### config.mk
export PLATFORM = sky130hd
export DESIGN_NAME = bitfield_reader
export DESIGN_NICKNAME = d
export VERILOG_FILES = /design/src/rtl/bitfield_pkg.sv /design/src/rtl/bitfield_reader_bit_accum.sv /design/src/rtl/bitfield_reader.sv
export SDC_FILE = /design/constraint.sdc
export NUM_CORES = 1
export LEC_CHECK = 0
export ABC_CLOCK_PERIOD_IN_PS = 4600
export CAP_MARGIN = 20
export CORE_UTILIZATION = 35
export CTS_CLUSTER_SIZE = 8
export DETAILED_ROUTE_END_ITERATION = 6
export PLACE_DENSITY = 0.6
export SYNTH_ARGS = -nofsm -noshare
export SYNTH_HDL_FRONTEND = slang
export SYNTH_HIERARCHICAL = 1
export SYNTH_SLANG_ARGS = --single-unit
### constraint.sdc
create_clock -name clk -period 4.6 [get_ports clk]
set_input_delay 0.69 -clock clk [delete_from_list [all_inputs] [get_ports clk]]
set_output_delay 0.69 -clock clk [all_outputs]
set_load 0.005 [all_outputs]
### src/rtl/bitfield_pkg.sv
// Shared widths and helpers for the LSB-first bitfield extractor.
// The word width is fixed at 16 and the accumulator holds exactly two words.
package bitfield_pkg;
    localparam int WORD_W = 16;
    localparam int BUF_W  = 32;
    localparam int CNT_W  = 6;

    // rd_len encodes length-1, so the all-ones mask is shifted down by (15 - len).
    function automatic logic [WORD_W-1:0] len_mask(input logic [3:0] len);
        return {WORD_W{1'b1}} >> (4'd15 - len);
    endfunction

    function automatic logic [4:0] fld_len(input logic [3:0] len);
        return {1'b0, len} + 5'd1;
    endfunction
endpackage

### src/rtl/bitfield_reader_bit_accum.sv
// Bit accumulator: holds valid bits in acc_q[cnt_q-1:0] and does the
// combined shift-out / append, plus word alignment and flush.
module bit_accum
    import bitfield_pkg::*;
(
    input  logic              clk,
    input  logic              reset_n,
    input  logic              flush_i,
    input  logic              align_i,
    input  logic              rd_fire_i,
    input  logic [3:0]        rd_len_i,
    input  logic              wr_fire_i,
    input  logic [WORD_W-1:0] wr_data_i,
    output logic [WORD_W-1:0] fld_o,
    output logic [CNT_W-1:0]  cnt_o
);
    logic [BUF_W-1:0] acc_q, acc_d;
    logic [CNT_W-1:0] cnt_q, cnt_d;
    logic [4:0]       shamt;
    logic [CNT_W-1:0] base;

    // Bits above cnt_q are kept zero, so appends can simply OR in the new word.
    always_comb begin
        acc_d = acc_q;
        cnt_d = cnt_q;
        shamt = rd_fire_i ? fld_len(rd_len_i) : 5'd0;
        base  = cnt_q - {1'b0, shamt};
        if (flush_i) begin
            acc_d = '0;
            cnt_d = '0;
        end else if (align_i) begin
            acc_d = acc_q >> cnt_q[3:0];
            cnt_d = cnt_q & 6'b110000;
        end else begin
            acc_d = acc_q >> shamt;
            cnt_d = base;
            if (wr_fire_i) begin
                acc_d = acc_d | ({{(BUF_W-WORD_W){1'b0}}, wr_data_i} << base);
                cnt_d = base + CNT_W'(WORD_W);
            end
        end
    end

    always_ff @(posedge clk or negedge reset_n) begin
        if (!reset_n) begin
            acc_q <= '0;
            cnt_q <= '0;
        end else begin
            acc_q <= acc_d;
            cnt_q <= cnt_d;
        end
    end

    assign fld_o = acc_q[WORD_W-1:0] & len_mask(rd_len_i);
    assign cnt_o = cnt_q;
endmodule

### src/rtl/bitfield_reader.sv
// Variable-length LSB-first field extractor over a 16-bit word stream.
// Handshakes and the registered field output live here; bit storage in bit_accum.
module bitfield_reader
    import bitfield_pkg::*;
(
    input  logic              clk,
    input  logic              reset_n,
    input  logic              flush,
    input  logic              align,
    input  logic [WORD_W-1:0] in_data,
    input  logic              in_valid,
    output logic              in_ready,
    input  logic [3:0]        rd_len,
    input  logic              rd_valid,
    output logic              rd_ready,
    output logic [WORD_W-1:0] fld_data,
    output logic              fld_valid,
    input  logic              fld_ready,
    output logic [CNT_W-1:0]  bits_avail
);
    logic [WORD_W-1:0] fld_data_q, fld_data_d;
    logic              fld_valid_q, fld_valid_d;
    logic [WORD_W-1:0] fld_w;
    logic [CNT_W-1:0]  cnt;
    logic              rd_fire, wr_fire, quiet;

    // Ready terms use registered occupancy only; reset_n gating keeps them low in reset.
    assign quiet    = reset_n && !flush && !align;
    assign in_ready = quiet && (cnt <= CNT_W'(WORD_W));
    assign rd_ready = quiet && (cnt >= {1'b0, fld_len(rd_len)}) && (!fld_valid_q || fld_ready);
    assign rd_fire  = rd_valid && rd_ready;
    assign wr_fire  = in_valid && in_ready;

    bit_accum u_accum (
        .clk       (clk),
        .reset_n   (reset_n),
        .flush_i   (flush),
        .align_i   (align),
        .rd_fire_i (rd_fire),
        .rd_len_i  (rd_len),
        .wr_fire_i (wr_fire),
        .wr_data_i (in_data),
        .fld_o     (fld_w),
        .cnt_o     (cnt)
    );

    always_comb begin
        fld_data_d  = fld_data_q;
        fld_valid_d = fld_valid_q;
        if (flush) begin
            fld_valid_d = 1'b0;
        end else if (rd_fire) begin
            fld_data_d  = fld_w;
            fld_valid_d = 1'b1;
        end else if (fld_ready) begin
            fld_valid_d = 1'b0;
        end
    end

    always_ff @(posedge clk or negedge reset_n) begin
        if (!reset_n) begin
            fld_data_q  <= '0;
            fld_valid_q <= 1'b0;
        end else begin
            fld_data_q  <= fld_data_d;
            fld_valid_q <= fld_valid_d;
        end
    end

    assign fld_data   = fld_data_q;
    assign fld_valid  = fld_valid_q;
    assign bits_avail = cnt;
endmodule

==> implementation parameters, run 1 <==
Parameter                              Value

Critical path
  Chain of cells forming the critical path ... dlygate4sd2_1 -> ha_1 -> xnor2_1 -> ha_1 -> nand3_1 -> nor2_2 -> o311a_4 -> nand2b_4 -> clkinv_4 -> ha_2 -> inv_2 -> fa_2 -> buf_6 -> mux2_2 -> mux4_2 -> and3_4 -> o311ai_4 -> o211ai_1
  Buf+Inv Stages, Crit Path ... 4
  Worst reg-to-reg path cell count ... 15
  Crit end category ... register
  Cell type with the highest occurrence count on the critical path ... ha_1
  Capturing point of the worst reg2reg path ... u_accum/acc_q[18]
  Cell family contributing the most delay on the critical path ... adder cells
  Launching point of the worst reg2reg path ... u_accum/cnt_o[4]
  Arrival time of data at the critical path endpoint ... 4660 ps
  Worst reg-to-reg setup slack ... between 600 and 700 ps
  Data required time of the worst path ... about 4800 ps
  Crit-path slowest cell ... fa_2
  CP Class ... in -> reg
  Biggest fanout along the worst timing path ... 7
  Slowest Stage Delay on Critical Path ... between 600 and 700 ps
  Kind of start point of the critical path ... primary input

STA
  Max-slew violations ... 0
  Worst-Margin Slew ... roughly 1100 ps
  Clock Skew ... approximately 6.5 ps
  Shortest period the worst path allows ... around 4500 ps
  Final period utilization ... 0.975
  Endpoints failing setup ... 0
  Number of hold violations in the final report ... 0
  Worst Hold Margin ... around 510 ps
  Relative max-transition margin ... 0.247
  Final TNS setup ... 0 ps
  FMAX ... 223 MHz

Run status
  Status ... complete, no violations

Clock network
  Insertion delay of the later-clocked pin in the worst-skew pair ... just over 300 ps
  Root buffer cell ... clkbuf_16
  Clock-pin slew on the worst setup and hold paths ... roughly 80 ps
  Number of clock sinks seen by CTS ... 55
  Max Buffers Root-to-Sink ... 2
  Clock tree from TritonCTS ... yes
  Clock buffers created by TritonCTS ... 5
  H-tree depth ... 2

Power
  Power density over cell area ... about 170 mW/mm²
  Reported leakage power ... ~4 nW
  Peak VDD IR ... roughly 0.00014 V

Synth
  Synth warnings ... 6
  Top FF cell, synth ... dfrtp_1
  Synthesized area per cell ... roughly 8.6 µm²
  Fraction of registers with async set or reset after synthesis ... 1.00
  Sequential share of the synthesized area ... 0.174
  Post-synthesis cell area ... 0.00792 mm²
  Library cells used by synthesis ... 88
  Number of synthesized flops with an enable pin ... 0
  Post-synthesis cell count ... 920
  Number of nets produced by synthesis ... 966
  Total of flip-flops plus latches after synthesis ... 55

Place
  Placement Cell Area ... roughly 0.0093 mm²
  Detail Placement HPWL ... approximately 22000 µm
  Count of port buffers added during placement ... between 50 and 60
  Final estimated routing congestion in global placement ... about 0.94

Hold path
  Hold path startpoint ... fld_data[7]
  Worst hold path type ... reg -> reg
  Hold EP ... fld_data[7]
  Depth of the worst hold-timing path ... 1

Global route
  Antenna violations before repair ... 0
  Vias in the first global route ... 7825
  All-Layer GR Usage ... 0.256
  Wire length of the first global-routing pass ... approximately 47000 µm
  Pin count of the biggest net entering global routing ... 57
  Total congestion overflow ... 0

Die
  Initial Util ... 0.360
  Die Footprint ... between 0.02 and 0.025 mm²
  Number of top-level pins ... 52
  Number of placement rows ... 54
  DIE WIDTH ... ~150 µm
  Vertical die dimension ... roughly 150 µm
  Core Box Area ... between 0.02 and 0.025 mm²

Finish
  Layout Nets ... approximately 1100
  Total of fill cells in the finished design ... between 2000 and 2500
  Area occupied by multi-input gates ... between 0.006 and 0.007 mm²
  Most common library cell in the layout ignoring fill and taps ... buf_4
  Top library cells by usage in the layout, fill and taps aside ... buf_4 (115), mux2i_1 (81), nor2_1 (67)
  Seq. cell area ... approximately 0.0014 mm²
  Cell area after layout ... just under 0.01 mm²
  Proportion of layout cells with a drive suffix above 1 ... 0.283
  Diode count ... 0
  Layout-stage area growth over the synthesis result ... 21.4%

Detailed routing
  DRT Wirelength ... roughly 30000 µm
  Via-per-instance ratio ... between 6 and 7
  Initial DRT Pass Iterations ... 7
  Via count ... 8267
  Final routed DRC violation total ... 0
  Detailed Route Iter0 Violations ... around 960
  Number of antenna-violating nets in the routed design ... 0
  Routed wire per std cell ... around 23 µm

Job
  Max-capacitance violation count ... 0
-- final cells by class --
type,instances,share of cell area
Timing Repair Buffer,177,0.162
Sequential cell,55,0.143
Tap cell,280,0.0364
Clock buffer,5,0.0130
Inverter,25,0.0103
Multi-Input combinational cell,747,0.633
Clock inverter,3,0.00247
-- through the flow --
| step | instances | worst slack [ps] | util | power (mW) |
|---|---|---|---|---|
| 2_1_floorplan | 920 | -30.8 | - | 0.919 |
| 3_3_place_gp | 1277 | -493 | 0.422 | 1.18 |
| 3_5_place_dp | 1277 | -502 | 0.422 | 1.18 |
| 4_1_cts | 1287 | 21.4 | 0.431 | 1.60 |
| 5_1_grt | 1292 | -22.5 | 0.437 | 1.68 |
| 6_report | 1292 | 114 | 0.437 | 1.61 |
-- worst max path at each step --
| stage | from | endpoint | slack [ps] | depth (start not counted) |
|---|---|---|---|---|
| global route | rd_len[1] | u_accum/acc_q[18] | -20 | 18 |
| CTS | rd_len[2] | u_accum/acc_q[18] | 20 | 18 |
| floorplan | rd_len[0] | u_accum/acc_q[18] | -30 | 19 |
| global placement | rd_len[1] | u_accum/acc_q[20] | -490 | 19 |
| detailed placement | rd_len[1] | u_accum/acc_q[13] | -500 | 20 |
| finish | rd_len[1] | u_accum/acc_q[18] | 110 | 18 |
-- metal layers --
metal | global-route usage | share of wire | vias to the layer above
met5 | 0 | 0 | -
met4 | 0.105 | 0.041 | 0
met3 | 0.0373 | 0.088 | 91
met2 | 0.394 | 0.45 | 458
met1 | 0.360 | 0.43 | 4015
li1 | - | - | 3703
-- cell families (layout without fill, tap and decap cells) --
family	count (synthesis)	in the layout	synth area share
AO/OA/AOI/OAI	265	265	0.228
XOR/XNOR	9	9	0.00995
adder cells (fa/ha/maj)	19	19	0.0310
buffers and inverters	118	210	0.0777
flip-flops	55	55	0.174
multiplexers	192	192	0.314
AND/OR/NAND/NOR	262	262	0.165
-- power breakdown --
part	switching [mW]	leakage, nW	internal (mW)
Combinational	0.321	3.13	0.301
Clock	0.209	0.0717	0.206
Sequential	0.0643	0.743	0.512
Total	0.594	3.94	1.02
-- what timing repair did --
item | CTS | global route
buffers inserted | 2 | 5
setup endpoints to repair | 21 | 27
resized for setup | 10 | 23
endpoints found under the hold margin | 0 | 0
pin swaps | 8 | 7
hold buffers | 0 | 0
-- synth_stat cells, drive strengths merged (16+ instances only) --
cell	instances	area share
nor3	32	0.022
buf	52	0.045
o21ai	49	0.031
mux2i	86	0.11
nand3	18	0.011
a21oi	60	0.039
inv	23	0.011
mux4	34	0.099
dfrtp	55	0.17
mux2	72	0.11
o22ai	16	0.013
a211oi	17	0.016
clkbuf	39	0.019
nand2	66	0.031
nor2	68	0.032
ha	18	0.028
-- state kept, by name (all words and copies together) (netlist names) --
signal and cells:
fld_valid 1, fld_data 16, u_accum/cnt_o 6, u_accum/acc_q 32
(Power assumes the default switching activity.)
==> inputs of run 2 (changes only) <==
Settings changed: CORE_MARGIN from default to 10.
==> run 2 against run 1 <==
The flow now finishes with violations (design-rule violations). Maximum frequency is 2.1% higher. Design area is 1.2% higher. Cell count is 0.93% higher. Sequential cell count stayed put. Clock skew is 1.4 ps lower. Register-to-register slack worse by 50 ps. Combinational power is 2% higher. Via count is 0.54% higher. Setup slack better by 91 ps. First-iteration DRC count is 5.3% higher. Wire length is 1.1% higher. Critical path type unchanged.
==> implementation parameters, run 2 (synthesis gave the netlist of run 1 again) <==
Parameter                              Value

Detailed routing
  Initial DRT Pass Iterations ... 7 (unchanged)
  Number of antenna-violating nets in the routed design ... 0 (unchanged)
  Detailed Route Iter0 Violations ... 1006 (+5.3%)
  Via count ... 8312 (+0.54%)
  Routed wire per std cell ... 23.4 µm (+0.13%)
  DRT Wirelength ... 30500 µm (+1.1%)
  Final routed DRC violation total ... 4 (+4)
  Via-per-instance ratio ... 6.37 (-0.38%)

STA
  Final TNS setup ... 0 ps (unchanged)
  Setup repair after global routing missed its margin ... no
  Worst-Margin Slew ... 783 ps (-342 ps)
  Relative max-transition margin ... 0.478 (+0.231)
  Shortest period the worst path allows ... 4390 ps (-91.3 ps)
  Clock Skew ... 5.07 ps (-1.42 ps)
  FMAX ... 228 MHz (+2.1%)
  Post-route worst setup slack ... 206 ps (+91.3 ps)
  Final period utilization ... 0.955 (-0.0199)
  Endpoints failing setup ... 0 (unchanged)
  Number of hold violations in the final report ... 0 (unchanged)
  Max-slew violations ... 0 (unchanged)

Clock network
  Max Buffers Root-to-Sink ... 2 (unchanged)
  Root buffer cell ... clkbuf_16
  Clock buffers created by TritonCTS ... 5 (unchanged)
  Insertion delay of the later-clocked pin in the worst-skew pair ... 310 ps (about the same)
  H-tree depth ... 2 (unchanged)
  Number of clock sinks seen by CTS ... 55 (unchanged)
  Clock-pin slew on the worst setup and hold paths ... 80 ps (about the same)
  Clock tree from TritonCTS ... yes
  Post-cts hold buffer count ... 0 (unchanged)

Finish
  Top library cells by usage in the layout, fill and taps aside ... buf_4 (129), mux2i_1 (77), nor2_1 (66)
  Most common library cell in the layout ignoring fill and taps ... buf_4
  Layout-stage area growth over the synthesis result ... 22.9%
  Final non-filler cell total ... 1304 (+0.93%)
  Proportion of layout cells with a drive suffix above 1 ... 0.303 (+0.0201)
  Diode count ... 0 (unchanged)
  Layout Nets ... 1069 (+1.1%)
  Number of flip-flops under the largest register name ... 32 (unchanged)
  Cell area after layout ... 0.00974 mm² (+1.2%)
  Largest reg by FF count ... u_accum/acc_q
  Total of fill cells in the finished design ... 2168 (-3.0%)

Critical path
  Crit end category ... register
  Worst reg-to-reg path cell count ... 16 (+1)
  CP Class ... in -> reg
  Data required time of the worst path ... 4770 ps (about the same)
  Worst setup startpoint ... rd_len[0]
  Biggest fanout along the worst timing path ... 5 (-2)
  Slowest Stage Delay on Critical Path ... 500 ps (-170 ps)
  Kind of start point of the critical path ... primary input
  Crit-path slowest cell ... mux4_2
  Chain of cells forming the critical path ... buf_2 -> nand3_2 -> xor2_1 -> ha_1 -> a21oi_2 -> nor2b_2 -> o311a_4 -> nand2b_4 -> clkinv_4 -> ha_2 -> inv_2 -> fa_2 -> buf_6 -> mux2_2 -> buf_4 -> mux4_2 -> nor3_2 -> a211oi_2 -> o21ai_1 -> a221oi_2
  Arrival time of data at the critical path endpoint ... 4560 ps (-100 ps)
  Launching point of the worst reg2reg path ... u_accum/cnt_o[4]

Die
  Number of top-level pins ... 52 (unchanged)
  Initial Util ... 0.360 (unchanged)
  DIE WIDTH ... 170 µm (+12%)
  Number of placement rows ... 54 (unchanged)
  Die Footprint ... 0.0290 mm² (+25%)
  Core Box Area ... 0.0220 mm² (unchanged)
  Vertical die dimension ... 170 µm (+12%)

Global route
  All-Layer GR Usage ... 0.206 (-0.0505)
  Vias in the first global route ... 8147 (+4.1%)
  Total congestion overflow ... 0 (unchanged)
  Wire length of the first global-routing pass ... 47700 µm (+1.8%)
  Antenna violations before repair ... 0 (unchanged)
  Pin count of the biggest net entering global routing ... 57 (unchanged)

Power
  Peak VDD IR ... 0.000137 V (-2.1%)
  Total Power Consumption ... 1.61 mW (+0.12%)
  Power density over cell area ... 166 mW/mm² (-1.1%)
  Reported leakage power ... 3.99 nW (+1.3%)

Run status
  Status ... finished, violations left
  Failing checks ... design-rule violations

Place
  Count of port buffers added during placement ... 51 (unchanged)
  Placement Cell Area ... 0.00935 mm² (+0.59%)
  Detail Placement HPWL ... 22800 µm (+2.6%)
  Final estimated routing congestion in global placement ... 0.992 (+5.3%)
  Pre-CTS setup slack ... -500 ps (+1.90 ps)
  Number of cells in the design after placement ... 1291 (+1.1%)

Job
  Max-capacitance violation count ... 0 (unchanged)

Hold path
  Depth of the worst hold-timing path ... 1 (unchanged)
  Hold path startpoint ... fld_data[7]
  Worst hold path type ... reg -> reg
-- run 2: final cells by class --
| cell class | instances | area, µm² | share of cell area |
|---|---|---|---|
| clock buffer | 6 | 129 | 0.0132 |
| clock inverter | 2 | 12.5 | 0.00129 |
| inverter | 25 | 98.8 | 0.0102 |
| multi-input combinational | 747 | 6180 | 0.634 |
| sequential | 55 | 1380 | 0.142 |
| tap | 280 | 350 | 0.0360 |
| timing repair buffer | 189 | 1590 | 0.163 |
-- run 2: worst paths after layout --
| path | slack (ps) | endpoint |
|---|---|---|
| setup / recovery | 210 | u_accum/acc_q[22] |
| hold / removal | 510 | fld_data[7] |
| setup reg to reg | 580 | u_accum/acc_q[22] |
| hold reg to reg | 510 | fld_data[7] |
| max in group asynchronous | 3520 | u_accum/cnt_o[2] |
| min in group asynchronous | 550 | u_accum/cnt_o[4] |
-- run 2: repair_timing --
item | in CTS | in global routing
hold endpoints to repair | 0 | 0
endpoints found under the setup margin | 16 | 31
setup buffers | 3 | 1
resized for setup | 21 | 32
pin swaps | 3 | 10
cloned | 1 | 0
-- run 2: metrics by stage --
| step | hold slack (ps) | util |
|---|---|---|
| finish | 508 | 0.442 |
| global route | 530 | 0.442 |
| CTS | 512 | 0.435 |
| detailed placement | 496 | 0.424 |
| global placement | 491 | 0.424 |
| floorplan | 394 | - |
-- run 2: routing by layer --
metal,vias to the layer above,track usage,part of all wire,wire length (µm)
li1,3730,-,-,-
met1,4032,0.274,0.42,12800
met2,471,0.323,0.45,13800
met3,79,0.0400,0.094,2880
met4,0,0.0786,0.034,1050
met5,-,0,0,0
-- run 2: power breakdown --
part           switching (mW)  internal [mW]
logic                   0.329          0.308
registers              0.0640          0.512
clock network           0.199          0.202
-- run 2: worst max-delay path: cells and delay by family --
family,cells,cell delay [ps]
xor gates and xnor gates,1,170
muxes,2,790
adders and majority gates,3,960
buffers and inverters,5,570
and+or+nand+nor,4,470
AOI/OAI and AO/OA,5,910
